==> config.mk <==
export PLATFORM = sky130hd
export DESIGN_NAME = hdlc_tx_frame_ctrl_flat
export DESIGN_NICKNAME = d
export VERILOG_FILES = /design/src/rtl/hdlc_tx_frame_ctrl_if.sv /design/src/rtl/hdlc_tx_frame_ctrl.sv /design/src/flat_wrapper.sv
export SDC_FILE = /design/constraint.sdc
export NUM_CORES = 1
export LEC_CHECK = 0
export BUFFER_PORTS_ARGS = -buffer_cell sky130_fd_sc_hd__clkbuf_2
export CORE_MARGIN = 5
export CORE_UTILIZATION = 50
export CTS_BUF_LIST = sky130_fd_sc_hd__clkbuf_4 sky130_fd_sc_hd__clkbuf_8
export DETAILED_ROUTE_END_ITERATION = 8
export PLACE_DENSITY = 0.78
export SLEW_MARGIN = 10
export SYNTH_ARGS = -nofsm -noshare
export SYNTH_HDL_FRONTEND = slang
export SYNTH_SLANG_ARGS = --single-unit
==> constraint.sdc <==
create_clock -name Clk -period 3.7 [get_ports Clk]
set_input_delay 0 -clock Clk [delete_from_list [all_inputs] [get_ports Clk]]
set_output_delay 0 -clock Clk [all_outputs]
set_load 0.05 [all_outputs]
==> src/rtl/hdlc_tx_frame_ctrl_if.sv <==
// hdlc_tx_frame_ctrl_if
//   Signal bundle between the HDLC transmit frame controller and its
//   neighbours (register interface, Tx buffer, bit channel, FCS generator).
//
//   modport master : register/bit-channel side; drives the requests and
//                    observes the controller outputs.
//   modport slave  : the frame controller itself.
//
//   Tx_Enable       start-frame pulse
//   Tx_AbortFrame   abort request pulse
//   Tx_FrameSize    data bytes in the Tx buffer
//   Tx_NewByte      bit channel finished the current byte slot
//   Tx_ValidFrame   frame in progress (start flag .. end flag)
//   Tx_SendFlag     bit channel sends 0x7E
//   Tx_SendAbort    bit channel sends abort pattern
//   Tx_InitZero     pulse, clear zero-insertion counter
//   Tx_RdBuff       pulse, pop next byte from Tx buffer
//   Tx_StartFCS     pulse, initialise FCS generator
//   Tx_WriteFCS     bit channel sends FCS bytes
//   Tx_Done         controller idle, buffer consumed
//   Tx_AbortedTrans sticky, last frame was aborted
//   Tx_ByteCnt      data bytes popped in the current frame
interface hdlc_tx_frame_ctrl_if;
    logic       Tx_Enable;
    logic       Tx_AbortFrame;
    logic [7:0] Tx_FrameSize;
    logic       Tx_NewByte;
    logic       Tx_ValidFrame;
    logic       Tx_SendFlag;
    logic       Tx_SendAbort;
    logic       Tx_InitZero;
    logic       Tx_RdBuff;
    logic       Tx_StartFCS;
    logic       Tx_WriteFCS;
    logic       Tx_Done;
    logic       Tx_AbortedTrans;
    logic [7:0] Tx_ByteCnt;

    modport master (
        output Tx_Enable, Tx_AbortFrame, Tx_FrameSize, Tx_NewByte,
        input  Tx_ValidFrame, Tx_SendFlag, Tx_SendAbort, Tx_InitZero,
               Tx_RdBuff, Tx_StartFCS, Tx_WriteFCS, Tx_Done,
               Tx_AbortedTrans, Tx_ByteCnt
    );

    modport slave (
        input  Tx_Enable, Tx_AbortFrame, Tx_FrameSize, Tx_NewByte,
        output Tx_ValidFrame, Tx_SendFlag, Tx_SendAbort, Tx_InitZero,
               Tx_RdBuff, Tx_StartFCS, Tx_WriteFCS, Tx_Done,
               Tx_AbortedTrans, Tx_ByteCnt
    );
endinterface

==> src/rtl/hdlc_tx_frame_ctrl.sv <==
// hdlc_tx_frame_ctrl
//   HDLC transmit frame sequencer: start flag, data bytes popped from the
//   Tx buffer, optional two FCS bytes, end flag; or an abort sequence.
//   All outputs are registered.
//
//   Ports:
//     Clk  rising-edge system clock
//     Rst  asynchronous active-low reset
//     bus  hdlc_tx_frame_ctrl_if.slave (see interface file for signals)
//
//   Build option:
//     HDLC_TX_FCS_EN  defined   -> FCS state present, Tx_StartFCS/Tx_WriteFCS live
//                     undefined -> last data byte goes straight to the end
//                                  flag, Tx_StartFCS/Tx_WriteFCS tied 0
module hdlc_tx_frame_ctrl (
    input logic                 Clk,
    input logic                 Rst,
    hdlc_tx_frame_ctrl_if.slave bus
);
    localparam logic [7:0] MAX_SIZE = 8'd126;

    // Encodings kept identical in both builds.
`ifdef HDLC_TX_FCS_EN
    typedef enum logic [2:0] {
        IDLE       = 3'd0,
        START_FLAG = 3'd1,
        DATA       = 3'd2,
        FCS        = 3'd3,
        END_FLAG   = 3'd4,
        ABORT      = 3'd5
    } state_t;
`else
    typedef enum logic [2:0] {
        IDLE       = 3'd0,
        START_FLAG = 3'd1,
        DATA       = 3'd2,
        END_FLAG   = 3'd4,
        ABORT      = 3'd5
    } state_t;
`endif

    state_t     state;
    logic [7:0] size_q;
    logic [7:0] byte_cnt;
    logic       valid_frame;
    logic       send_flag;
    logic       send_abort;
    logic       init_zero;
    logic       rd_buff;
    logic       done;
    logic       aborted;
`ifdef HDLC_TX_FCS_EN
    logic       start_fcs;
    logic       write_fcs;
    logic       fcs_cnt;    // set once the first FCS byte slot is done
`endif

    logic size_ok;
    logic abort_req;

    assign size_ok   = (bus.Tx_FrameSize != 8'd0) && (bus.Tx_FrameSize <= MAX_SIZE);
    // Abort only means something while a frame is on the line.
    assign abort_req = bus.Tx_AbortFrame && (state != IDLE) && (state != ABORT);

    always_ff @(posedge Clk or negedge Rst) begin
        if (!Rst) begin
            state       <= IDLE;
            size_q      <= 8'd0;
            byte_cnt    <= 8'd0;
            valid_frame <= 1'b0;
            send_flag   <= 1'b0;
            send_abort  <= 1'b0;
            init_zero   <= 1'b0;
            rd_buff     <= 1'b0;
            done        <= 1'b1;
            aborted     <= 1'b0;
`ifdef HDLC_TX_FCS_EN
            start_fcs   <= 1'b0;
            write_fcs   <= 1'b0;
            fcs_cnt     <= 1'b0;
`endif
        end else begin
            // one-cycle pulses
            init_zero <= 1'b0;
            rd_buff   <= 1'b0;
`ifdef HDLC_TX_FCS_EN
            start_fcs <= 1'b0;
`endif
            // Abort wins over a coincident NewByte: no pop, no count change.
            if (abort_req) begin
                state      <= ABORT;
                send_abort <= 1'b1;
                aborted    <= 1'b1;
                send_flag  <= 1'b0;
`ifdef HDLC_TX_FCS_EN
                write_fcs  <= 1'b0;
`endif
            end else begin
                case (state)
                    IDLE: begin
                        if (bus.Tx_Enable && size_ok) begin
                            state       <= START_FLAG;
                            size_q      <= bus.Tx_FrameSize;
                            valid_frame <= 1'b1;
                            send_flag   <= 1'b1;
                            done        <= 1'b0;
                            init_zero   <= 1'b1;
                            aborted     <= 1'b0;
                            byte_cnt    <= 8'd0;
                        end
                    end
                    START_FLAG: begin
                        if (bus.Tx_NewByte) begin
                            state     <= DATA;
                            send_flag <= 1'b0;
                            rd_buff   <= 1'b1;
                            byte_cnt  <= 8'd1;
`ifdef HDLC_TX_FCS_EN
                            start_fcs <= 1'b1;
`endif
                        end
                    end
                    DATA: begin
                        if (bus.Tx_NewByte) begin
                            if (byte_cnt < size_q) begin
                                rd_buff  <= 1'b1;
                                byte_cnt <= byte_cnt + 8'd1;
                            end else begin
`ifdef HDLC_TX_FCS_EN
                                state     <= FCS;
                                write_fcs <= 1'b1;
                                fcs_cnt   <= 1'b0;
`else
                                state     <= END_FLAG;
                                send_flag <= 1'b1;
`endif
                            end
                        end
                    end
`ifdef HDLC_TX_FCS_EN
                    FCS: begin
                        // two byte slots of FCS, then the closing flag
                        if (bus.Tx_NewByte) begin
                            if (fcs_cnt) begin
                                state     <= END_FLAG;
                                write_fcs <= 1'b0;
                                send_flag <= 1'b1;
                            end else begin
                                fcs_cnt <= 1'b1;
                            end
                        end
                    end
`endif
                    END_FLAG: begin
                        if (bus.Tx_NewByte) begin
                            state       <= IDLE;
                            send_flag   <= 1'b0;
                            valid_frame <= 1'b0;
                            done        <= 1'b1;
                        end
                    end
                    ABORT: begin
                        if (bus.Tx_NewByte) begin
                            state       <= IDLE;
                            send_abort  <= 1'b0;
                            valid_frame <= 1'b0;
                            done        <= 1'b1;
                        end
                    end
                    default: state <= IDLE;
                endcase
            end
        end
    end

    assign bus.Tx_ValidFrame   = valid_frame;
    assign bus.Tx_SendFlag     = send_flag;
    assign bus.Tx_SendAbort    = send_abort;
    assign bus.Tx_InitZero     = init_zero;
    assign bus.Tx_RdBuff       = rd_buff;
    assign bus.Tx_Done         = done;
    assign bus.Tx_AbortedTrans = aborted;
    assign bus.Tx_ByteCnt      = byte_cnt;
`ifdef HDLC_TX_FCS_EN
    assign bus.Tx_StartFCS     = start_fcs;
    assign bus.Tx_WriteFCS     = write_fcs;
`else
    assign bus.Tx_StartFCS     = 1'b0;
    assign bus.Tx_WriteFCS     = 1'b0;
`endif
endmodule

==> src/flat_wrapper.sv <==
// flat-port wrapper written by rule: the top's interface ports become plain ports
module hdlc_tx_frame_ctrl_flat 
  (Clk, Rst, bus_Tx_Enable, bus_Tx_AbortFrame, bus_Tx_FrameSize, bus_Tx_NewByte, bus_Tx_ValidFrame, bus_Tx_SendFlag, bus_Tx_SendAbort, bus_Tx_InitZero, bus_Tx_RdBuff, bus_Tx_StartFCS, bus_Tx_WriteFCS, bus_Tx_Done, bus_Tx_AbortedTrans, bus_Tx_ByteCnt);
  hdlc_tx_frame_ctrl_if bus_i ();
  input logic Clk;
  input logic Rst;
  input wire logic [$bits(bus_i.Tx_Enable)-1:0] bus_Tx_Enable;
  input wire logic [$bits(bus_i.Tx_AbortFrame)-1:0] bus_Tx_AbortFrame;
  input wire logic [$bits(bus_i.Tx_FrameSize)-1:0] bus_Tx_FrameSize;
  input wire logic [$bits(bus_i.Tx_NewByte)-1:0] bus_Tx_NewByte;
  output wire logic [$bits(bus_i.Tx_ValidFrame)-1:0] bus_Tx_ValidFrame;
  output wire logic [$bits(bus_i.Tx_SendFlag)-1:0] bus_Tx_SendFlag;
  output wire logic [$bits(bus_i.Tx_SendAbort)-1:0] bus_Tx_SendAbort;
  output wire logic [$bits(bus_i.Tx_InitZero)-1:0] bus_Tx_InitZero;
  output wire logic [$bits(bus_i.Tx_RdBuff)-1:0] bus_Tx_RdBuff;
  output wire logic [$bits(bus_i.Tx_StartFCS)-1:0] bus_Tx_StartFCS;
  output wire logic [$bits(bus_i.Tx_WriteFCS)-1:0] bus_Tx_WriteFCS;
  output wire logic [$bits(bus_i.Tx_Done)-1:0] bus_Tx_Done;
  output wire logic [$bits(bus_i.Tx_AbortedTrans)-1:0] bus_Tx_AbortedTrans;
  output wire logic [$bits(bus_i.Tx_ByteCnt)-1:0] bus_Tx_ByteCnt;
  assign bus_i.Tx_Enable = bus_Tx_Enable;
  assign bus_i.Tx_AbortFrame = bus_Tx_AbortFrame;
  assign bus_i.Tx_FrameSize = bus_Tx_FrameSize;
  assign bus_i.Tx_NewByte = bus_Tx_NewByte;
  assign bus_Tx_ValidFrame = bus_i.Tx_ValidFrame;
  assign bus_Tx_SendFlag = bus_i.Tx_SendFlag;
  assign bus_Tx_SendAbort = bus_i.Tx_SendAbort;
  assign bus_Tx_InitZero = bus_i.Tx_InitZero;
  assign bus_Tx_RdBuff = bus_i.Tx_RdBuff;
  assign bus_Tx_StartFCS = bus_i.Tx_StartFCS;
  assign bus_Tx_WriteFCS = bus_i.Tx_WriteFCS;
  assign bus_Tx_Done = bus_i.Tx_Done;
  assign bus_Tx_AbortedTrans = bus_i.Tx_AbortedTrans;
  assign bus_Tx_ByteCnt = bus_i.Tx_ByteCnt;
  hdlc_tx_frame_ctrl u_core (.Clk(Clk), .Rst(Rst), .bus(bus_i));
endmodule
==> run metrics <==
Mapped Area around 1800 µm²; largest net degree at the start of global routing 27; layout cells sized above 1 about a quarter; startpoint types flop; Via density 5.802; setup TNS 0 ns; clock sink count 26; initial antenna violation count 0; Crit Path Category reg -> reg; H-tree Lvls 1; FMAX approximately 420 MHz; clk_lat worst skew 0.34 ns; syn_area_per_cell 9.761 µm²; Post-synth EDFFs 0; # IOs 30; Max Buffers Root-to-Sink 2; placer congestion estimate 0.8198; reg2reg setup slack 1.31 ns; Async SR Flop Fraction 100.0%; Die Y 69.44 µm; Initial Util between 50 and 60%; final slew viol count 0; relative slew slack a little under two fifths; CTS tree built; Final Hold Fails 0; Worst Setup SP u_core.bus.Tx_ByteCnt[2]; Hold Buf Count CTS 8; critical-path maximum fanout 9; P&R area growth vs syn 14.09%; Final Power 1243 µW; post_cts resized 0; # DRC 0; PD cells 616.8 nW/µm²; Slowest cell on crit path dfrtp_1; Final HPWL DP 2.763 mm; GR Overflow Total 0; ys flop type dfrtp_1; HP Start bus_Tx_NewByte; num rows 21; ANT nets after route 0; final setup fails 0; worst slack at placement 1.346 ns; commonest non-fill, non-tap cell in the layout clkbuf_2; clk slew on worst S/H paths 0.15 ns; vias in the first global route ~1400; GRT Total Usage 16.46%; FF-to-FF Start u_core.bus.Tx_ByteCnt[2]; Arrival @ worst endpoint 2.63 ns; CTS Root Cell clkbuf_4; commonest non-fill, non-tap cells in the layout 27 x clkbuf_2, 25 x dfrtp_1, 16 x inv_1; synth warn 0; period utilisation layout between 60 and 70%; Mapped Cells 181; status completed; Critical Path RT 3.94 ns; # port buffers 27; Post-CTS Setup Bufs 0; DR vias 1491; CP Capture Type flop; RSZ-0062 raised after global routing false; Core Region 3390 µm²; # diodes 0; class of the worst hold path in -> reg; worst setup margin 1.311 ns; routed wire length 3.838 mm; Iteration-0 DRC Markers about 70; nets@finish 233; Distinct cells, synth 58; Die X between 60 and 70 µm; crit-path max cell delay 0.48 ns; worst path cell trace ha_1, or3_1, a21oi_1, o311ai_4, a21oi_4, mux2_1; crit path time final 2.389 ns; peak supply drop 0.3544 mV; Leak 0.0009238 µW; worst-margin pin slew about 0.92 ns; first-pass GRT wire length about 6.7 mm; Max-Cap Viols 0; sequential fraction of the synthesis area 36.90%; die area 4822 µm²; final core utilization 59.47%; Num CTS Buffers 3; TritonRoute pass-1 iters 4; Avg WL per Cell 14.93 µm; Final Skew slightly below 0.02 ns; flops & latches, synth 26
-- critical path, delay by kind of cell, from the launching register on --
kind / cells / cell delay, ns
DFF: 1 / 0.48
AOI/OAI and AO/OA: 3 / 0.81
muxes: 1 / 0.35
and+or+nand+nor: 1 / 0.34
adders and majority gates: 1 / 0.31
-- per-stage QoR --
step / instances / cell area (µm²) / hold slack, ns
2_1_floorplan: 182 / 1770 / -0.2956
3_3_place_gp: 245 / 1906 / 0.07892
3_5_place_dp: 245 / 1906 / 0.07259
4_1_cts: 257 / 2016 / 0.05046
5_1_grt: 257 / 2016 / 0.07712
6_report: 257 / 2016 / 0.06391
-- worst paths after layout --
path | endpoint | cells after the start
max reg2reg | u_core.bus.Tx_ByteCnt[0] | 6
min in group asynchronous | u_core.bus.Tx_RdBuff | 2
min | u_core.bus.Tx_RdBuff | 2
min reg2reg | u_core.size_q[7] | 2
max | u_core.bus.Tx_ByteCnt[0] | 6
max in group asynchronous | u_core.state[2] | 2
-- power by group --
group / leakage (µW) / internal (µW) / switching (µW) / total (µW)
sequential: 0.000330 / 379 / 101 / 479
clock: 0.0000184 / 49.6 / 87.5 / 137
combinational: 0.000575 / 232 / 395 / 627
-- cell families (layout without fill, tap and decap cells) --
group	count (synthesis)	count (layout)	share of synthesized area, %
AO/OA/AOI/OAI	53	53	24.36
adder cells (fa/ha/maj)	9	9	6.233
buffers and inverters	28	57	7.294
flip-flops	26	26	36.90
multiplexers	12	12	7.436
other	1	2	0.2123
AND/OR/NAND/NOR	52	52	17.56
-- layer usage --
metal,GRT usage (%),wire (µm)
met2,26.59,1818
met5,0,0
met3,4.348,214
met4,2.820,34
met1,22.40,1771
-- sequential cells by signal (all words and copies together) (netlist names) --
signal / cells
u_core.bus.Tx_AbortedTrans: 1
u_core.bus.Tx_ByteCnt: 8
u_core.bus.Tx_Done: 1
u_core.bus.Tx_InitZero: 1
u_core.bus.Tx_RdBuff: 1
u_core.bus.Tx_SendAbort: 1
u_core.bus.Tx_SendFlag: 1
u_core.bus.Tx_ValidFrame: 1
u_core.size_q: 8
u_core.state: 3
-- Yosys cell counts, types with 3 or more instances --
library cell / n / share of area, %
o22ai_1: 4 / 1.4
ha_1: 8 / 5.7
mux2_2: 7 / 4.5
mux2i_1: 3 / 1.7
nand2b_1: 4 / 1.4
nor2_1: 8 / 1.7
o21ai_0: 5 / 1.4
or3_1: 3 / 1.1
nand2_1: 8 / 1.7
dfrtp_1: 25 / 35
inv_1: 16 / 3.4
a21oi_1: 8 / 2.3
o211ai_1: 4 / 1.7
clkbuf_1: 6 / 1.3
nand3_1: 7 / 2.0
nor3_1: 3 / 0.85
and3_1: 4 / 1.4
a211oi_1: 4 / 1.7
o31ai_1: 3 / 1.3
a211o_1: 3 / 1.5
-- area by class of cell --
cell class	count	area, µm²
Clock buffer	4	30.03
Fill cell	295	1374
Inverter	17	63.81
Multi-Input combinational cell	128	989.7
Sequential cell	26	651.9
Tap cell	46	57.56
Timing Repair Buffer	36	222.7
Power figures use the tool's default switching activity.
